### src/rtl/fetch_pkg.sv
// Shared definitions for the fetch stage and its consumers.
// Provides the 8-phase instruction-cycle encoding (A1..X3) and the datapath
// widths used by fetch_unit, program_counter and Control_Unit.
package fetch_pkg;

    localparam int unsigned PC_W     = 12;
    localparam int unsigned NIBBLE_W = 4;
    localparam int unsigned PHASE_W  = 3;
    localparam int unsigned INSTR_W  = 2 * NIBBLE_W;

    typedef enum logic [PHASE_W-1:0] {
        A1 = 3'd0,
        A2 = 3'd1,
        A3 = 3'd2,
        M1 = 3'd3,
        M2 = 3'd4,
        X1 = 3'd5,
        X2 = 3'd6,
        X3 = 3'd7
    } phase_e;

    // Successor phase; X3 wraps back to A1 through the natural 3-bit overflow.
    function automatic phase_e next_phase(input phase_e p);
        logic [PHASE_W-1:0] n;
        n = p + PHASE_W'(1);
        return phase_e'(n);
    endfunction

endpackage

### src/rtl/program_counter.sv
// 12-bit program counter with stall, increment and load.
// Ports:
//   clk, rst_n   clock and asynchronous active-low reset (loads RESET_PC)
//   hold         freezes the counter; overrides load and inc
//   inc          advance by one, modulo 2^PC_W
//   load         replace with load_value; has priority over inc
//   load_value   load target
//   pc           current counter value
module program_counter
    import fetch_pkg::*;
#(
    parameter logic [PC_W-1:0] RESET_PC = 12'h000
) (
    input  logic            clk,
    input  logic            rst_n,
    input  logic            hold,
    input  logic            inc,
    input  logic            load,
    input  logic [PC_W-1:0] load_value,
    output logic [PC_W-1:0] pc
);

    logic [PC_W-1:0] pc_q;
    logic [PC_W-1:0] pc_d;

    // Next-value select: hold > load > inc > keep.
    always_comb begin
        pc_d = pc_q;
        if (!hold) begin
            if (load) begin
                pc_d = load_value;
            end else if (inc) begin
                pc_d = pc_q + PC_W'(1);
            end
        end
    end

    always_ff @(posedge clk or negedge rst_n) begin
        if (!rst_n) begin
            pc_q <= RESET_PC;
        end else begin
            pc_q <= pc_d;
        end
    end

    assign pc = pc_q;

endmodule

### src/rtl/fetch_unit.sv
// Instruction-fetch and cycle-timing stage of the 4004 core.
// Sequences the A1..X3 phases, drives PC nibbles onto the bus in A1-A3,
// assembles {OPR, OPA} from the M1/M2 bus reads and strobes it in X1.
// Ports:
//   clk_2, reset          clock and asynchronous active-low reset
//   data_in               ROM nibble (OPR in M1, OPA in M2)
//   hold                  stall; freezes every register
//   jump_load, jump_addr  branch target, taken only when leaving X3
//   data_out, data_out_en address nibble and bus drive enable
//   sync                  high in X3
//   instruction           assembled opcode, instruction_valid strobes in X1
//   cycle_state, pc       current phase and program counter
module fetch_unit
    import fetch_pkg::*;
#(
    parameter logic [PC_W-1:0] RESET_PC = 12'h000
) (
    input  logic                clk_2,
    input  logic                reset,
    input  logic [NIBBLE_W-1:0] data_in,
    input  logic                hold,
    input  logic                jump_load,
    input  logic [PC_W-1:0]     jump_addr,
    output logic [NIBBLE_W-1:0] data_out,
    output logic                data_out_en,
    output logic                sync,
    output logic [INSTR_W-1:0]  instruction,
    output logic                instruction_valid,
    output logic [PHASE_W-1:0]  cycle_state,
    output logic [PC_W-1:0]     pc
);

    phase_e               state_q, state_d;
    logic [NIBBLE_W-1:0]  opr_q, opr_d;
    logic [INSTR_W-1:0]   instr_q, instr_d;
    logic                 pc_inc;
    logic                 pc_load;

    // Phase sequencing and fetch datapath updates; everything freezes under hold.
    always_comb begin
        state_d = state_q;
        opr_d   = opr_q;
        instr_d = instr_q;
        pc_inc  = 1'b0;
        pc_load = 1'b0;
        if (!hold) begin
            state_d = next_phase(state_q);
            case (state_q)
                M1: opr_d = data_in;
                M2: begin
                    instr_d = {opr_q, data_in};
                    pc_inc  = 1'b1;
                end
                X3: pc_load = jump_load;
                default: ;
            endcase
        end
    end

    always_ff @(posedge clk_2 or negedge reset) begin
        if (!reset) begin
            state_q <= A1;
            opr_q   <= '0;
            instr_q <= '0;
        end else begin
            state_q <= state_d;
            opr_q   <= opr_d;
            instr_q <= instr_d;
        end
    end

    program_counter #(
        .RESET_PC (RESET_PC)
    ) u_pc (
        .clk        (clk_2),
        .rst_n      (reset),
        .hold       (hold),
        .inc        (pc_inc),
        .load       (pc_load),
        .load_value (jump_addr),
        .pc         (pc)
    );

    // Bus address nibble, low nibble first.
    always_comb begin
        data_out = '0;
        case (state_q)
            A1: data_out = pc[3:0];
            A2: data_out = pc[7:4];
            A3: data_out = pc[11:8];
            default: ;
        endcase
    end

    assign data_out_en       = (state_q == A1) || (state_q == A2) || (state_q == A3);
    assign sync              = (state_q == X3) && !hold;
    assign instruction_valid = (state_q == X1) && !hold;
    assign instruction       = instr_q;
    assign cycle_state       = state_q;

endmodule
### config.mk
export PLATFORM = sky130hd
export DESIGN_NAME = fetch_unit
export DESIGN_NICKNAME = d
export VERILOG_FILES = /design/src/rtl/fetch_pkg.sv /design/src/rtl/program_counter.sv /design/src/rtl/fetch_unit.sv
export SDC_FILE = /design/constraint.sdc
export NUM_CORES = 1
export LEC_CHECK = 0
export CAP_MARGIN = 20
export CORE_MARGIN = 2
export CORE_UTILIZATION = 40
export CTS_BUF_LIST = sky130_fd_sc_hd__clkbuf_16
export DETAILED_ROUTE_END_ITERATION = 7
export DONT_BUFFER_PORTS = 1
export GPL_ROUTABILITY_DRIVEN = 1
export GPL_TIMING_DRIVEN = 0
export SLEW_MARGIN = 20
export SYNTH_ARGS = -nofsm -noshare
export SYNTH_HDL_FRONTEND = slang
export SYNTH_HIERARCHICAL = 1
export SYNTH_SLANG_ARGS = --single-unit
export TNS_END_PERCENT = 5
### constraint.sdc
create_clock -name clk_2 -period 3.1 [get_ports clk_2]
set_input_delay 0.93 -clock clk_2 [delete_from_list [all_inputs] [get_ports clk_2]]
set_output_delay 0.93 -clock clk_2 [all_outputs]
set_load 0.01 [all_outputs]
# Yosys cells after proc, flatten, opt, wreduce, memory -nomap -nowiden
# Cells that the tools add are included.
# totals
reg_bits	27
input_bits	20
# classes
mux	7
n_reduce_logical	10
bitwise_logic	1
eq_ne	6
n_addsub	2
# op_table
cell	count
12-bit two-way mux	2
12-bit by 1-bit adder with 12-bit output, second input constant	1
4-bit one-hot mux with 3 select lines	1
3-bit == test, second input constant	3
3-bit by 2-bit == test with 1-bit output, second input constant	2
2-bit AND reduction	3
1-bit two-way mux	4
3-bit by 1-bit adder with 3-bit output, second input constant	1
3-bit by 1-bit == test with 1-bit output, second input constant	1
3-bit zero test	1
1-bit logical AND	2
1-bit logical OR	2
2-bit nonzero test	1
1-bit zero test	1
1-bit inverter	1

# Logic depth before layout (Yosys ltp)
# depth
depth_word	5
ltp_mapped	9
ltp_nobuf	8

# Modules after synthesis
# Netlist, hierarchy kept.
# modules_own_cells
module	n_inst	cells_each	area_per_inst_um2	seq_area_each_um2
fetch_unit	1	59	790.8	375.4
program_counter	1	89	769.5	300.3

# Worst setup path before layout
# OpenSTA, ideal clock, no wires.
# synth_timing
path_type	input-to-output
startpoint	in hold
endpoint	out instruction_valid
slack_ns	0.810
arrival_time_ns	1.360
required_time_ns	2.170
n_path_buf	1
path_stages	2
path_cell_list	buf_6 > nor3b_1
# synth_via
elab_chain_cells	2
# synth_rtl
element	line_no	rtl
start: declaration	fetch_unit.sv:21	input logic hold,
1-bit zero test	fetch_unit.sv:97	assign instruction_valid = (state_q == X1) && !hold;
1-bit logical AND	fetch_unit.sv:97	
end: declaration	fetch_unit.sv:28	output logic instruction_valid,
# No other way between the ends.

# Worst setup path after layout
# layout_timing
startpoint	reg state_q[0], in the netlist cycle_state[0]
endpoint	out data_out[2]
# layout_via
elab_chain_cells	2
elab_cells_between_ends	4
classes_between	eq/ne: 2; mux: 1; reduce/logical: 1
# layout_rtl
element	line_no	rtl
start: declaration	fetch_unit.sv:33	phase_e state_q, state_d;
start signal: assignment	fetch_unit.sv:66	state_q <= state_d;
3-bit by 2-bit == test with 1-bit output (tied with other cells)	fetch_unit.sv:87	case (state_q)
4-bit one-hot mux with 3 select lines (*)	fetch_unit.sv:87	
end: declaration	fetch_unit.sv:24	output logic [NIBBLE_W-1:0] data_out,
# Every way passes the cells marked *; elsewhere a longest branch is shown, timed or not.

==> flow_metrics.py <==
metrics = {
    "sta": {
        "min_period_over_period_pct": 84.1,
        "final-max-slew-violation-count": 0,
        "hold_violations": 0,
        "fmax_mhz": 383,
        "setup_tns_ns": 0,
        "period_needed_ns": 2.61,
        "setup_viol": 0,
        "rsz0062_at_grt": "false",
        "clock_skew_ns": 0.00528,
        "worst_slew_pin_slew_ns": 0.465,
        "relSlewSlack_pct": 69.0,
    },
    "pwr": {
        "p_sw_uw": 628,
        "p_leak_uw": 0.000745,
        "ir_worst_vdd_mv": 0.409,
        "p_seq_share_pct": 48.9,
        "power_density_nw_per_um2": 916,
        "p_int_uw": 933,
        "combPwrFrac_pct": 31.6,
        "switching_share_pct": 40.2,
        "clkPwrFrac_pct": 19.5,
    },
    "worst_setup_path": {
        "rr_startpoint": "cycle_state[0]$_DFFE_PN0N_",
        "r2r_cells": 9,
        "endpoint_kind": "primary output",
        "cp-start-kind": "flip-flop",
        "arrival_ns": 1.68,
        "worstSetupPathType": "flip-flop to primary output",
        "critPathRequiredTime_ns": 2.17,
        "crit_path_start": "cycle_state[0]$_DFFE_PN0N_",
        "cp_max_fo": 5,
    },
    "place": {
        "dp.final_hpwl_um": 2840,
        "dp_cells": 196,
        "gp_congestion": 0.791,
        "portBuffers": 0,
    },
    "grt": {
        "busiest_layer": "met2",
        "use_met1_pct": 22.2,
        "grtUsageTotal_pct": 18.0,
        "grt_max_degree": 28,
        "grt_overflow": 0,
        "use_met2_pct": 30.6,
        "met3_usage_pct": 4.90,
        "grt_antenna_before_repair": 0,
        "grt_pass1_vias": 1238,
        "grt_pass1_wl_um": 6070,
    },
    "flow_run": {
        "maxCapViolCount": 0,
    },
    "floorplan": {
        "dieArea_um2": 4420,
        "die_h_um": 66.5,
        "io_pins": 50,
        "coreArea_um2": 3720,
        "rows": 22,
        "die_width_um": 66.5,
        "initial_core_util_pct": 42.0,
    },
    "logic_synthesis": {
        "synth_edf_count": 0,
        "synth_top_area_share_pct": 43.3,
        "avgSynthCellArea_um2": 10.5,
        "synth_top_cell_by_area": "dfrtp_1",
        "synth_ff_type": "dfrtp_1",
        "synth.area.top_cells": "dfrtp_1 43%, mux2_2 9.4%, ha_1 5.6%",
        "ys_ff_latch": 27,
        "yosysUniqueCellTypes": 42,
        "syn_inst": 148,
        "seq_area_frac_synth_pct": 43.3,
        "netlist_area_um2": 1560,
        "syn_nets": 175,
        "synthArstFlopShare_pct": 100,
        "synth_warnings": 6,
    },
    "drt": {
        "drt-initial-drc-count": 70,
        "firstDrtPassIters": 4,
        "finalWirelength_um": 3730,
        "vias_per_cell": 6.08,
        "post_drt_wl_per_cell_um": 18.7,
        "drc_errors": 0,
        "num_vias": 1215,
        "ant_nets": 0,
    },
    "finish": {
        "layout.cells.non_filler": 200,
        "finalNetCount": 180,
        "drive_gt1_share_pct": 16.4,
        "diodes": 0,
        "area_growth_pct": 9.14,
        "fillerInstances": 357,
    },
    "cts": {
        "clkLatencyLatePin_ns": 0.27,
        "cts_resized": 0,
        "clk_path_buf_depth": 2,
        "holdBufCountCts": 0,
        "clock-root-buffer": "clkbuf_16",
        "clk_pin_slew_worst_paths_ns": 0.07,
        "cts_buffers": 3,
        "clock_sinks": 27,
        "tritoncts": "done",
        "post_cts_buffers": 0,
        "cts_max_level": 1,
    },
    "outcome": {
        "outcome": "finished clean",
    },
    "hold_path": {
        "hold_class": "input port to asynchronous set/reset pin",
    },
}
-- final cells by class --
| type | count | area, um^2 | area share, % |
|---|---|---|---|
| plain buffers | 6 | 32.5 | 1.91 |
| multi-input cells | 107 | 822 | 48.3 |
| well taps | 48 | 60.1 | 3.53 |
| inverters | 8 | 30.0 | 1.76 |
| clock inverters | 1 | 7.51 | 0.441 |
| flip-flops and latches | 27 | 676 | 39.7 |
| clock buffers | 3 | 75.1 | 4.41 |
-- synthesized netlist by cell type (2+ instances only) --
cell      instances
and2_1            2
a21oi_1           8
nand4_1           3
nand2_1           8
a221o_1           4
buf_2             2
clkbuf_1          3
inv_1             7
o22ai_1           6
nor2_1            8
nor2b_1           4
mux2i_1           4
mux2_2           13
nor3_1            4
ha_1              7
dfrtp_1          27
and3b_1           4
o21ai_0           7
nor4_1            4
-- per-layer routing --
layer  vias to the layer above  wire length, um
met5                         -                0
met4                         0               27
met3                         3              424
met2                        65             1840
met1                       590             1440
li1                        557                -
-- power by group through the flow --
stage          Combinational [uW]  Clock [uW]  Sequential [uW]
6_report                      494         304              763
5_1_grt                       557         324              789
4_1_cts                       496         314              766
3_5_place_dp                  494           0              773
3_3_place_gp                  471           0              761
2_1_floorplan                 418           0              702
-- cells by family after synthesis --
| logic type | Yosys count | synth area share (%) |
|---|---|---|
| AOI/OAI and AO/OA | 35 | 15.4 |
| xor gates and xnor gates | 1 | 0.561 |
| adders and majority gates | 7 | 5.61 |
| buffers and inverters | 14 | 4.01 |
| DFF | 27 | 43.3 |
| muxes | 17 | 11.9 |
| and+or+nand+nor | 47 | 19.2 |
-- worst paths after layout --
kind / end / slack [ns]
min in group clk_2: instruction[4]$_DFFE_PN0P_ / 0.52
max: data_out[2] / 0.49
min reg2reg: instruction[4]$_DFFE_PN0P_ / 0.52
min: cycle_state[0]$_DFFE_PN0N_ / 0.35
max in group asynchronous: instruction[1]$_DFFE_PN0P_ / 2.67
max reg2reg: u_pc/pc[9]$_DFFE_PN0P_ / 0.65
-- flip-flops by register name, summed over array words and instances, names as in the netlist --
name and count:
u_pc/pc 12, instruction 8, opr_q 4, cycle_state 3
-- cell usage in the layout (no fill, tap or decap), drive strengths merged, types with 2 or more instances in the layout --
cell type and count:
o22ai 6, dfrtp 27, mux2 13, o21ai 7, nand2 8, and3 2, nor4 4, ha 7
clkbuf 6, nand4 4, mux2i 4, and2 2, nor2b 5, inv 7, nor2 8, nor3 4
buf 3, a221o 4, a21oi 8, and3b 4
-- worst max-delay path: stages, from the launching register on --
cell     delay (ns)
dfrtp_1        0.49
inv_1          0.11
ha_1           0.26
nor2b_1        0.18
a221o_1        0.36
-- through the flow --
stage               worst slack (ns)  cell area [um^2]  total power (uW)  hold WS, ns  utilization (%)
detailed placement             0.516              1620              1270        0.494             43.6
global placement               0.543              1620              1230        0.486             43.6
floorplan                      0.810              1560              1120        0.477                -
CTS                            0.486              1700              1580        0.345             45.8
finish                         0.492              1700              1560        0.350             45.8
global route                   0.426              1700              1670        0.337             45.8
Note: power is estimated with default switching activity, not from simulation.
